==> config.mk <==
export PLATFORM = sky130hd
export DESIGN_NAME = veri_phase_comp_serial_host
export DESIGN_NICKNAME = d
export VERILOG_FILES = /design/src/rtl/veri_phase_comp_serial_host.sv
export SDC_FILE = /design/constraint.sdc
export NUM_CORES = 1
export LEC_CHECK = 0
export ABC_AREA = 1
export BUFFER_PORTS_ARGS = -buffer_cell sky130_fd_sc_hd__buf_2
export CAP_MARGIN = 20
export CORE_MARGIN = 2
export CORE_UTILIZATION = 25
export CTS_CLUSTER_DIAMETER = 100
export DETAILED_ROUTE_END_ITERATION = 7
export PLACE_DENSITY_LB_ADDON = 0.08
export SYNTH_ARGS = -nofsm -noshare
export SYNTH_HDL_FRONTEND = slang
export SYNTH_SLANG_ARGS = --single-unit
==> constraint.sdc <==
create_clock -name clk -period 1.7 [get_ports clk]
set_input_delay 0.51 -clock clk [delete_from_list [all_inputs] [get_ports clk]]
set_output_delay 0.51 -clock clk [all_outputs]
set_load 0.02 [all_outputs]
==> src/rtl/veri_phase_comp_serial_host.sv <==
// Serial host bridge: 15-bit command frames in, register-file write strobes
// or read requests out, with serial read-back of the selected register.
module veri_phase_comp_serial_host #(
    parameter int ADDR_W = 4,
    parameter int DATA_W = 10
) (
    input  logic              clk,
    input  logic              resetb,
    input  logic              sen,
    input  logic              sdi,
    output logic              sdo,
    output logic              sdo_valid,
    output logic              busy,
    output logic              frame_err,
    output logic [ADDR_W-1:0] reg_num,
    output logic              reg_write_readb,
    output logic [DATA_W-1:0] reg_load_data,
    input  logic [DATA_W-1:0] reg_read_data
);

    localparam int FRAME_W = 1 + ADDR_W + DATA_W;
    localparam int CNT_W   = $clog2(FRAME_W);
    localparam logic [CNT_W-1:0] LAST_IN  = CNT_W'(FRAME_W - 1);
    localparam logic [CNT_W-1:0] LAST_OUT = CNT_W'(DATA_W - 1);

    typedef enum logic [2:0] {
        IDLE,
        SHIFT_IN,
        WRITE,
        READ_CAP,
        SHIFT_OUT,
        WAIT_LOW
    } state_t;

    state_t              state_q, state_d;
    logic [CNT_W-1:0]    cnt_q, cnt_d;
    logic [FRAME_W-2:0]  in_q, in_d;
    logic [DATA_W-1:0]   out_q, out_d;
    logic [ADDR_W-1:0]   num_q, num_d;
    logic [DATA_W-1:0]   load_q, load_d;
    logic                valid_q, valid_d;
    logic                err_q, err_d;
    logic                sen_prev_q, sen_prev_d;
    logic                seen_low_q, seen_low_d;
    logic [FRAME_W-1:0]  frame;

    assign frame = {in_q, sdi};

    // seen_low keeps a sen level held high straight out of reset from
    // being mistaken for a frame start.
    always_comb begin
        state_d    = state_q;
        cnt_d      = cnt_q;
        in_d       = in_q;
        out_d      = out_q;
        num_d      = num_q;
        load_d     = load_q;
        valid_d    = valid_q;
        err_d      = 1'b0;
        sen_prev_d = sen;
        seen_low_d = seen_low_q | ~sen;
        unique case (state_q)
            IDLE: begin
                if (sen && !sen_prev_q && seen_low_q) begin
                    in_d    = {in_q[FRAME_W-3:0], sdi};
                    cnt_d   = CNT_W'(1);
                    state_d = SHIFT_IN;
                end
            end
            SHIFT_IN: begin
                if (!sen) begin
                    err_d   = 1'b1;
                    cnt_d   = '0;
                    state_d = IDLE;
                end else if (cnt_q == LAST_IN) begin
                    num_d   = frame[FRAME_W-2 -: ADDR_W];
                    load_d  = frame[DATA_W-1:0];
                    cnt_d   = '0;
                    state_d = frame[FRAME_W-1] ? WRITE : READ_CAP;
                end else begin
                    in_d  = {in_q[FRAME_W-3:0], sdi};
                    cnt_d = cnt_q + 1'b1;
                end
            end
            WRITE: begin
                state_d = WAIT_LOW;
            end
            READ_CAP: begin
                out_d   = reg_read_data;
                valid_d = 1'b1;
                cnt_d   = '0;
                state_d = SHIFT_OUT;
            end
            SHIFT_OUT: begin
                out_d = {out_q[DATA_W-2:0], 1'b0};
                if (cnt_q == LAST_OUT) begin
                    valid_d = 1'b0;
                    cnt_d   = '0;
                    state_d = WAIT_LOW;
                end else begin
                    cnt_d = cnt_q + 1'b1;
                end
            end
            WAIT_LOW: begin
                if (!sen) begin
                    state_d = IDLE;
                end
            end
            default: begin
                state_d = IDLE;
            end
        endcase
    end

    always_ff @(posedge clk or negedge resetb) begin
        if (!resetb) begin
            state_q    <= IDLE;
            cnt_q      <= '0;
            in_q       <= '0;
            out_q      <= '0;
            num_q      <= '0;
            load_q     <= '0;
            valid_q    <= 1'b0;
            err_q      <= 1'b0;
            sen_prev_q <= 1'b0;
            seen_low_q <= 1'b0;
        end else begin
            state_q    <= state_d;
            cnt_q      <= cnt_d;
            in_q       <= in_d;
            out_q      <= out_d;
            num_q      <= num_d;
            load_q     <= load_d;
            valid_q    <= valid_d;
            err_q      <= err_d;
            sen_prev_q <= sen_prev_d;
            seen_low_q <= seen_low_d;
        end
    end

    assign reg_write_readb = (state_q == WRITE);
    assign busy            = (state_q != IDLE);
    assign sdo_valid       = valid_q;
    assign sdo             = valid_q & out_q[DATA_W-1];
    assign frame_err       = err_q;
    assign reg_num         = num_q;
    assign reg_load_data   = load_q;

endmodule

==> flow_summary.html, run 1 <==
<table>
<tr><th>Metric</th><th>Value</th></tr>
<tr><th colspan="2">Setup path</th></tr>
<tr><td>Stages on worst setup path</td><td>3</td></tr>
<tr><td>Critical register-to-register path endpoint</td><td>cnt_q[3]</td></tr>
<tr><td>Maximum cell stage delay along the critical path</td><td>0.45 ns</td></tr>
<tr><td>Required time reported for the critical path endpoint</td><td>1.19 ns</td></tr>
<tr><td>Depth of the worst register-to-register path</td><td>8</td></tr>
<tr><td>Crit. Startpoint</td><td>state_q[0]</td></tr>
<tr><td>Startpoint Class</td><td>register</td></tr>
<tr><td>CP Cell Sequence</td><td>or2_4 &gt; nor2_4 &gt; buf_6</td></tr>
<tr><td>Critical Path Sink</td><td>reg_write_readb</td></tr>
<tr><td>RR Startpoint</td><td>state_q[1]</td></tr>
<tr><td>Buf/Inv on CP</td><td>1</td></tr>
<tr><td>Slack of the worst reg-to-reg path</td><td>0.11 ns</td></tr>
<tr><td>Capturing element type of the critical path</td><td>primary output</td></tr>
<tr><td>Cell family contributing the most delay on the critical path</td><td>flip-flops</td></tr>
<tr><td>Cell at the slowest stage of the critical path</td><td>sky130_fd_sc_hd__dfrtp_2</td></tr>
<tr><td>Worst Setup Path Type</td><td>register to primary output</td></tr>
<tr><td>Maximum fanout along the worst path</td><td>4</td></tr>
<tr><td>Arrival time of the worst setup path</td><td>between 1 and 1.5 ns</td></tr>
<tr><th colspan="2">Layout</th></tr>
<tr><td>Area Overhead vs Synth</td><td>25.8%</td></tr>
<tr><td>Most common cell after layout, fill and taps aside</td><td>sky130_fd_sc_hd__nand2_1</td></tr>
<tr><td>Number of nets in the finished design</td><td>about 340</td></tr>
<tr><td>Area of combinational cells with multiple inputs</td><td>~900 um2</td></tr>
<tr><td>Share of post-route cells with drive strength above 1</td><td>0.276</td></tr>
<tr><td>Commonest cells after routing, fill and taps aside</td><td>90 x sky130_fd_sc_hd__nand2_1, 47 x sky130_fd_sc_hd__dfrtp_1, 30 x sky130_fd_sc_hd__buf_2, 26 x sky130_fd_sc_hd__inv_1, 22 x sky130_fd_sc_hd__nand3_1</td></tr>
<tr><td>Register area</td><td>1230 um2</td></tr>
<tr><td>Count of antenna diodes in the layout</td><td>0</td></tr>
<tr><td>Fillcell total</td><td>952</td></tr>
<tr><th colspan="2">Pwr</th></tr>
<tr><td>Clock power frac</td><td>0.213</td></tr>
<tr><td>Max IR drop VDD</td><td>445 uV</td></tr>
<tr><td>Sw Pwr</td><td>0.00121 W</td></tr>
<tr><td>Leakage power</td><td>1.50 nW</td></tr>
<tr><td>Relative contribution of combinational cells to total power</td><td>0.335</td></tr>
<tr><td>Internal portion of total power</td><td>between 0.002 and 0.0025 W</td></tr>
<tr><td>Fraction of power spent switching nets</td><td>0.363</td></tr>
<tr><td>Sequential cell fraction of total power</td><td>0.451</td></tr>
<tr><td>Total power per unit cell area</td><td>1180 nW/um2</td></tr>
<tr><th colspan="2">CTS</th></tr>
<tr><td>Number of buffers on the longest clock path</td><td>2</td></tr>
<tr><td>Total clock sinks</td><td>49</td></tr>
<tr><td>Clock insertion delay at the later pin of the skew report</td><td>0.31 ns</td></tr>
<tr><td>Count of H-tree levels built during CTS</td><td>2</td></tr>
<tr><td>CTS Root Buffer Type</td><td>sky130_fd_sc_hd__clkbuf_8</td></tr>
<tr><td>Number of buffers inserted during clock tree synthesis</td><td>5</td></tr>
<tr><td>Clock tree from TritonCTS</td><td>built</td></tr>
<tr><td>Clock-pin transition on the worst setup and hold timing paths</td><td>approximately 0.10 ns</td></tr>
<tr><th colspan="2">Run status</th></tr>
<tr><td>Run status</td><td>finished, violations left</td></tr>
<tr><td>Violated checks</td><td>negative setup slack</td></tr>
<tr><th colspan="2">Global routing</th></tr>
<tr><td>Met1 Use GR</td><td>0.160</td></tr>
<tr><td>Number of antenna violations at the first check in global routing</td><td>0</td></tr>
<tr><td>GRT Total Usage</td><td>0.117</td></tr>
<tr><td>Largest net degree at the start of global routing</td><td>20</td></tr>
<tr><td>First-pass GRT wire length</td><td>9150 um</td></tr>
<tr><td>Number of global-route vias before repair</td><td>1866</td></tr>
<tr><td>Most used routing layer</td><td>met2</td></tr>
<tr><td>Met3 Use GR</td><td>0.0277</td></tr>
<tr><td>Met2 track utilization from global routing</td><td>0.176</td></tr>
<tr><td>Grt ovf</td><td>0</td></tr>
<tr><th colspan="2">Detailed routing</th></tr>
<tr><td>Overall via count from detail_route</td><td>around 1900</td></tr>
<tr><td>Via density per instance</td><td>4.30</td></tr>
<tr><td>Avg WL per Cell</td><td>12.2 um</td></tr>
<tr><td>Number of detailed-routing iterations run before antenna repair</td><td>4</td></tr>
<tr><td>Post-route ant nets</td><td>0</td></tr>
<tr><td>DRC</td><td>0</td></tr>
<tr><td>Detailed-route wire length</td><td>5250 um</td></tr>
<tr><td>Iteration-0 DRC Markers</td><td>42</td></tr>
<tr><th colspan="2">Timing</th></tr>
<tr><td>Number of slew-limit violations in the final report</td><td>0</td></tr>
<tr><td>Tcrit/Tclk final</td><td>1.03</td></tr>
<tr><td>Aggregate negative setup slack</td><td>-0.0453 ns</td></tr>
<tr><td>Worst Slack Setup Final</td><td>-0.0453 ns</td></tr>
<tr><td>Hold slack final</td><td>approximately 0.17 ns</td></tr>
<tr><td>Unrepaired setup endpoints after global routing</td><td>true</td></tr>
<tr><td>Maximum achievable frequency</td><td>~570 MHz</td></tr>
<tr><td>Post-route clock skew</td><td>around 0.0043 ns</td></tr>
<tr><td>Count of endpoints failing setup in the final report</td><td>1</td></tr>
<tr><td>Shortest period the worst path allows</td><td>1.75 ns</td></tr>
<tr><td>Worst slew margin relative to its limit</td><td>0.651</td></tr>
<tr><td>Number of endpoints with negative hold slack in the final report</td><td>0</td></tr>
<tr><td>Slew at the pin with the worst max-slew slack</td><td>0.523 ns</td></tr>
<tr><th colspan="2">Synth</th></tr>
<tr><td>Number of synthesized register bits</td><td>49</td></tr>
<tr><td>Count of different cell masters after synthesis</td><td>26</td></tr>
<tr><td>Total nets after synthesis</td><td>282</td></tr>
<tr><td>Syn Inst Count</td><td>268</td></tr>
<tr><td>Average cell area after synthesis</td><td>8.41 um2</td></tr>
<tr><td>Yosys warns</td><td>0</td></tr>
<tr><td>Sequential area share after synthesis</td><td>0.544</td></tr>
<tr><td>Synth Cell Area</td><td>between 2000 and 2500 um2</td></tr>
<tr><th colspan="2">Placed design</th></tr>
<tr><td>I/O Buffers</td><td>32</td></tr>
<tr><td>Final weighted congestion in routability-driven placement</td><td>0.817</td></tr>
<tr><td>Placed wire-length estimate</td><td>about 3800 um</td></tr>
<tr><th colspan="2">Floorplanning</th></tr>
<tr><td>Die span in x</td><td>98.9 um</td></tr>
<tr><td>Die footprint</td><td>9790 um2</td></tr>
<tr><td>Core region area</td><td>8720 um2</td></tr>
<tr><td>Starting density of the core</td><td>0.258</td></tr>
<tr><td>Number of ports placed on the die boundary</td><td>33</td></tr>
<tr><td>Standard-cell rows</td><td>34</td></tr>
<tr><td>Die extent in y</td><td>just under 100 um</td></tr>
<tr><th colspan="2">Flow run</th></tr>
<tr><td>Number of maximum-capacitance constraint violations</td><td>0</td></tr>
<tr><th colspan="2">Worst hold path</th></tr>
<tr><td>Path type of the worst min-delay path</td><td>primary input to async pin</td></tr>
</table>
metal layers:
layer  routed length, um  share of wire  vias to the layer above
li1                    -              -                      957
met1                2610           0.50                      849
met2                2280           0.43                       35
met3                 225          0.043                       10
met4                 136          0.026                        0
met5                   0              0                        -
power groups by stage:
stage	Clock, W	Combinational, W	Sequential [W]
floorplan	0	0.000740	0.00151
global placement	0	0.00106	0.00154
detailed placement	0	0.00105	0.00154
CTS	0.000751	0.00113	0.00151
global route	0.000797	0.00129	0.00154
finish	0.000713	0.00112	0.00151
synthesized netlist by cell type (all sizes together):
cell type | n | area, um2
o22ai | 2 | 12.5
clkbuf | 1 | 3.75
o21ai | 28 | 174
a21oi | 1 | 5.00
nand4 | 4 | 25.0
buf | 7 | 47.5
inv | 31 | 116
o211ai | 2 | 15.0
or2 | 1 | 6.26
o21a | 1 | 7.51
clkinv | 1 | 3.75
nand2 | 93 | 359
o221ai | 2 | 17.5
nor2 | 21 | 101
dfrtp | 49 | 1230
nand3 | 24 | 133
state kept, by name, summed over array words and instances (netlist names):
signal,count
state_q,3
seen_low_q,1
frame_err,1
reg_load_data,10
sdo_valid,1
reg_num,4
sen_prev_q,1
cnt_q,4
in_q,14
out_q,10
final cells by class:
cell class                      instances  share of cell area
Clock inverter                          2             0.00485
Inverter                               32              0.0441
Clock buffer                            6              0.0256
Sequential cell                        49               0.433
Tap cell                              108              0.0477
Timing Repair Buffer                   54               0.135
Multi-Input combinational cell        179               0.309
logic make-up after synthesis:
kind of cell    after synthesis  synth area share
buf+inv                      40            0.0761
compound gates               36             0.103
flops                        49             0.544
simple gates                143             0.277
worst min-delay path by stage:
stage | to | slack (ns)
5_1_grt | out_q[2] | 0.19
3_3_place_gp | seen_low_q | 0.44
2_1_floorplan | cnt_q[0] | 0.21
6_report | out_q[2] | 0.17
4_1_cts | frame_err | 0.18
3_5_place_dp | seen_low_q | 0.45
worst register-to-register path: stages, from the launching register on:
cell and delay [ns]:
sky130_fd_sc_hd__dfrtp_1 0.39, sky130_fd_sc_hd__buf_6 0.12, sky130_fd_sc_hd__nor2_4 0.03, sky130_fd_sc_hd__buf_4 0.14
sky130_fd_sc_hd__nand2_1 0.21, sky130_fd_sc_hd__clkinvlp_4 0.26, sky130_fd_sc_hd__buf_4 0.20, sky130_fd_sc_hd__nand3_1 0.07
sky130_fd_sc_hd__nand3_1 0.07
stage by stage:
stage | instances | area (um2) | setup WS, ns | power (W) | util
floorplan | 268 | 2250 | 0.113 | 0.00225 | -
global placement | 416 | 2660 | 0.0991 | 0.00260 | 0.304
detailed placement | 416 | 2660 | 0.0761 | 0.00259 | 0.304
CTS | 429 | 2800 | -0.0650 | 0.00339 | 0.322
global route | 430 | 2840 | -0.0905 | 0.00363 | 0.325
finish | 430 | 2840 | -0.0453 | 0.00334 | 0.325
repair_timing:
| item | in CTS | in global routing |
|---|---|---|
| gates resized for setup | 10 | 9 |
| hold buffers | 0 | 0 |
| setup endpoints to repair | 2 | 22 |
| buffers inserted | 6 | 1 |
| pin swaps | 3 | 3 |
Power figures use the tool's default switching activity.
==> run 2, diff against run 1 <==
--- a/config.mk
+++ b/config.mk
@@ -13,6 +13,7 @@
 export CTS_CLUSTER_DIAMETER = 100
 export DETAILED_ROUTE_END_ITERATION = 7
 export PLACE_DENSITY_LB_ADDON = 0.08
+export SKIP_LAST_GASP = 1
 export SYNTH_ARGS = -nofsm -noshare
 export SYNTH_HDL_FRONTEND = slang
 export SYNTH_SLANG_ARGS = --single-unit
==> run 2 against run 1 <==
The flow still finishes with violations (negative setup slack). Combinational power is essentially flat. Critical path type unchanged. Total power up 0.11%. Clock skew hardly changed. Die area is the same. Design area is 0.26% higher. Sequential cell count stayed put. Sequential share of layout area down 0.11 points. Core utilization increased by 0.086 points. Final cell count is the same. Sequential power about the same. Register-to-register slack better by 0.05 ns. Via count down 0.49%.
==> flow_summary.html, run 2 (same netlist as run 1, synthesis figures left out) <==
<table>
<tr><th>Metric</th><th>Value</th></tr>
<tr><th colspan="2">Timing</th></tr>
<tr><td>Shortest period the worst path allows</td><td>1.75 ns</td></tr>
<tr><td>Slew at the pin with the worst max-slew slack</td><td>0.527 ns</td></tr>
<tr><td>Unrepaired setup endpoints after global routing</td><td>true</td></tr>
<tr><td>Tcrit/Tclk final</td><td>1.03</td></tr>
<tr><td>Maximum achievable frequency</td><td>572 MHz</td></tr>
<tr><td>Worst Slack Setup Final</td><td>-0.0474 ns</td></tr>
<tr><td>Aggregate negative setup slack</td><td>-0.0474 ns</td></tr>
<tr><td>Hold slack final</td><td>0.173 ns</td></tr>
<tr><td>Post-route clock skew</td><td>0.00430 ns</td></tr>
<tr><td>Worst slew margin relative to its limit</td><td>0.649</td></tr>
<tr><td>Count of endpoints failing setup in the final report</td><td>1</td></tr>
<tr><td>Number of endpoints with negative hold slack in the final report</td><td>0</td></tr>
<tr><td>Number of slew-limit violations in the final report</td><td>0</td></tr>
<tr><th colspan="2">Flow run</th></tr>
<tr><td>Number of maximum-capacitance constraint violations</td><td>0</td></tr>
<tr><th colspan="2">Run status</th></tr>
<tr><td>Violated checks</td><td>negative setup slack</td></tr>
<tr><td>Run status</td><td>finished, violations left</td></tr>
<tr><th colspan="2">Placed design</th></tr>
<tr><td>Pre-CTS setup slack</td><td>0.0761 ns</td></tr>
<tr><td>Final weighted congestion in routability-driven placement</td><td>0.817</td></tr>
<tr><td>Placed wire-length estimate</td><td>3790 um</td></tr>
<tr><td>Number of placed cells counting well taps</td><td>roughly 420</td></tr>
<tr><td>I/O Buffers</td><td>32</td></tr>
<tr><th colspan="2">Pwr</th></tr>
<tr><td>Leakage power</td><td>1.50 nW</td></tr>
<tr><td>Max IR drop VDD</td><td>~450 uV</td></tr>
<tr><td>Total power per unit cell area</td><td>1180 nW/um2</td></tr>
<tr><th colspan="2">Layout</th></tr>
<tr><td>Final std cells w/o fill</td><td>430</td></tr>
<tr><td>Area Overhead vs Synth</td><td>26.2%</td></tr>
<tr><td>Number of nets in the finished design</td><td>335</td></tr>
<tr><td>Count of antenna diodes in the layout</td><td>0</td></tr>
<tr><td>Share of post-route cells with drive strength above 1</td><td>0.280</td></tr>
<tr><td>Fillcell total</td><td>between 900 and 1000</td></tr>
<tr><td>Most flop-heavy register</td><td>in_q</td></tr>
<tr><td>Commonest cells after routing, fill and taps aside</td><td>89 x sky130_fd_sc_hd__nand2_1, 47 x sky130_fd_sc_hd__dfrtp_1, 30 x sky130_fd_sc_hd__buf_2, 26 x sky130_fd_sc_hd__inv_1, 22 x sky130_fd_sc_hd__nand3_1</td></tr>
<tr><td>Flip-flop count of the largest register, all copies and words added</td><td>14</td></tr>
<tr><td>Area of combinational cells with multiple inputs</td><td>between 800 and 900 um2</td></tr>
<tr><td>Most common cell after layout, fill and taps aside</td><td>sky130_fd_sc_hd__nand2_1</td></tr>
<tr><td>Register area</td><td>1230 um2</td></tr>
<tr><th colspan="2">Floorplanning</th></tr>
<tr><td>Standard-cell rows</td><td>34</td></tr>
<tr><td>Die extent in y</td><td>roughly 99 um</td></tr>
<tr><td>Starting density of the core</td><td>0.258</td></tr>
<tr><td>Die footprint</td><td>9790 um2</td></tr>
<tr><td>Die span in x</td><td>98.9 um</td></tr>
<tr><td>Number of ports placed on the die boundary</td><td>33</td></tr>
<tr><td>Core region area</td><td>8720 um2</td></tr>
<tr><th colspan="2">Detailed routing</th></tr>
<tr><td>Overall via count from detail_route</td><td>1842</td></tr>
<tr><td>Avg WL per Cell</td><td>12.3 um</td></tr>
<tr><td>Post-route ant nets</td><td>0</td></tr>
<tr><td>Detailed-route wire length</td><td>5280 um</td></tr>
<tr><td>Number of detailed-routing iterations run before antenna repair</td><td>6</td></tr>
<tr><td>Via density per instance</td><td>4.28</td></tr>
<tr><td>Iteration-0 DRC Markers</td><td>39</td></tr>
<tr><td>DRC</td><td>0</td></tr>
<tr><th colspan="2">Setup path</th></tr>
<tr><td>Cell family contributing the most delay on the critical path</td><td>flip-flops</td></tr>
<tr><td>Maximum cell stage delay along the critical path</td><td>0.45 ns</td></tr>
<tr><td>Cell at the slowest stage of the critical path</td><td>sky130_fd_sc_hd__dfrtp_2</td></tr>
<tr><td>RR Startpoint</td><td>state_q[1]</td></tr>
<tr><td>CP Cell Sequence</td><td>or2_4 &gt; nor2_4 &gt; buf_6</td></tr>
<tr><td>Crit. Startpoint</td><td>state_q[0]</td></tr>
<tr><td>Arrival time of the worst setup path</td><td>1.24 ns</td></tr>
<tr><td>Buf/Inv on CP</td><td>1</td></tr>
<tr><td>Startpoint Class</td><td>register</td></tr>
<tr><td>Required time reported for the critical path endpoint</td><td>between 1 and 1.5 ns</td></tr>
<tr><td>Maximum fanout along the worst path</td><td>4</td></tr>
<tr><td>Capturing element type of the critical path</td><td>primary output</td></tr>
<tr><td>Worst Setup Path Type</td><td>register to primary output</td></tr>
<tr><th colspan="2">CTS</th></tr>
<tr><td>Clock tree from TritonCTS</td><td>built</td></tr>
<tr><td>Count of H-tree levels built during CTS</td><td>2</td></tr>
<tr><td>Total clock sinks</td><td>between 40 and 50</td></tr>
<tr><td>Number of buffers on the longest clock path</td><td>2</td></tr>
<tr><td>Clock insertion delay at the later pin of the skew report</td><td>0.31 ns</td></tr>
<tr><td>Number of buffers inserted during clock tree synthesis</td><td>5</td></tr>
<tr><td>Hold-fix buffer count after cts</td><td>0</td></tr>
<tr><td>Clock-pin transition on the worst setup and hold timing paths</td><td>around 0.10 ns</td></tr>
<tr><td>CTS Root Buffer Type</td><td>sky130_fd_sc_hd__clkbuf_8</td></tr>
<tr><th colspan="2">Worst hold path</th></tr>
<tr><td>Path type of the worst min-delay path</td><td>primary input to async pin</td></tr>
<tr><th colspan="2">Global routing</th></tr>
<tr><td>Number of antenna violations at the first check in global routing</td><td>0</td></tr>
<tr><td>Largest net degree at the start of global routing</td><td>20</td></tr>
<tr><td>Number of global-route vias before repair</td><td>about 1900</td></tr>
<tr><td>GRT Total Usage</td><td>0.116</td></tr>
<tr><td>First-pass GRT wire length</td><td>9140 um</td></tr>
<tr><td>Grt ovf</td><td>0</td></tr>
</table>
[run 2: final cells by class]
| class | instances | share of cell area |
|---|---|---|
| repair buffers | 53 | 0.132 |
| inverters | 32 | 0.0449 |
| well taps | 108 | 0.0475 |
| clock buffers | 6 | 0.0255 |
| multi-input cells | 179 | 0.311 |
| clock inverters | 2 | 0.00484 |
| repair inverters | 1 | 0.00176 |
| flip-flops and latches | 49 | 0.432 |
[run 2: stage by stage]
| stage | util | cell area, um2 | power (W) |
|---|---|---|---|
| floorplan | - | 2250 | 0.00225 |
| global placement | 0.304 | 2660 | 0.00260 |
| detailed placement | 0.304 | 2660 | 0.00259 |
| CTS | 0.321 | 2800 | 0.00339 |
| global route | 0.326 | 2840 | 0.00363 |
| finish | 0.326 | 2840 | 0.00334 |
[run 2: power by group]
group,switching (W),internal [W],total [W],leakage [nW]
sequential,0.000151,0.00136,0.00151,0.606
clock,0.000419,0.000295,0.000714,0.0456
combinational,0.000646,0.000477,0.00112,0.846
total,0.00122,0.00213,0.00334,1.50
[run 2: path summary, 6_finish.rpt]
| path | cells past startpoint | end | slack [ns] |
|---|---|---|---|
| hold / removal | 1 | out_q[2] | 0.17 |
| hold reg to reg | 2 | seen_low_q | 0.47 |
| min in group clk | 1 | sen_prev_q | 0.42 |
| max in group asynchronous | 2 | in_q[9] | 1.05 |
| setup reg to reg | 9 | state_q[0] | 0.16 |
| setup / recovery | 3 | reg_write_readb | -0.05 |
[run 2: what timing repair did]
action,4_1_cts,5_1_grt
buffers inserted,6,0
resized for setup,9,12
pin swaps,3,4
setup endpoints to repair,2,25
gates cloned,0,1
[run 2: metal layers]
layer  wire length, um  global-route usage  vias up  share of wire
li1                  -                   -      956              -
met1              2620               0.160      842           0.50
met2              2330               0.175       36           0.44
met3               217              0.0277        8          0.041
met4               110              0.0506        0          0.021
met5                 0                   0        -              0
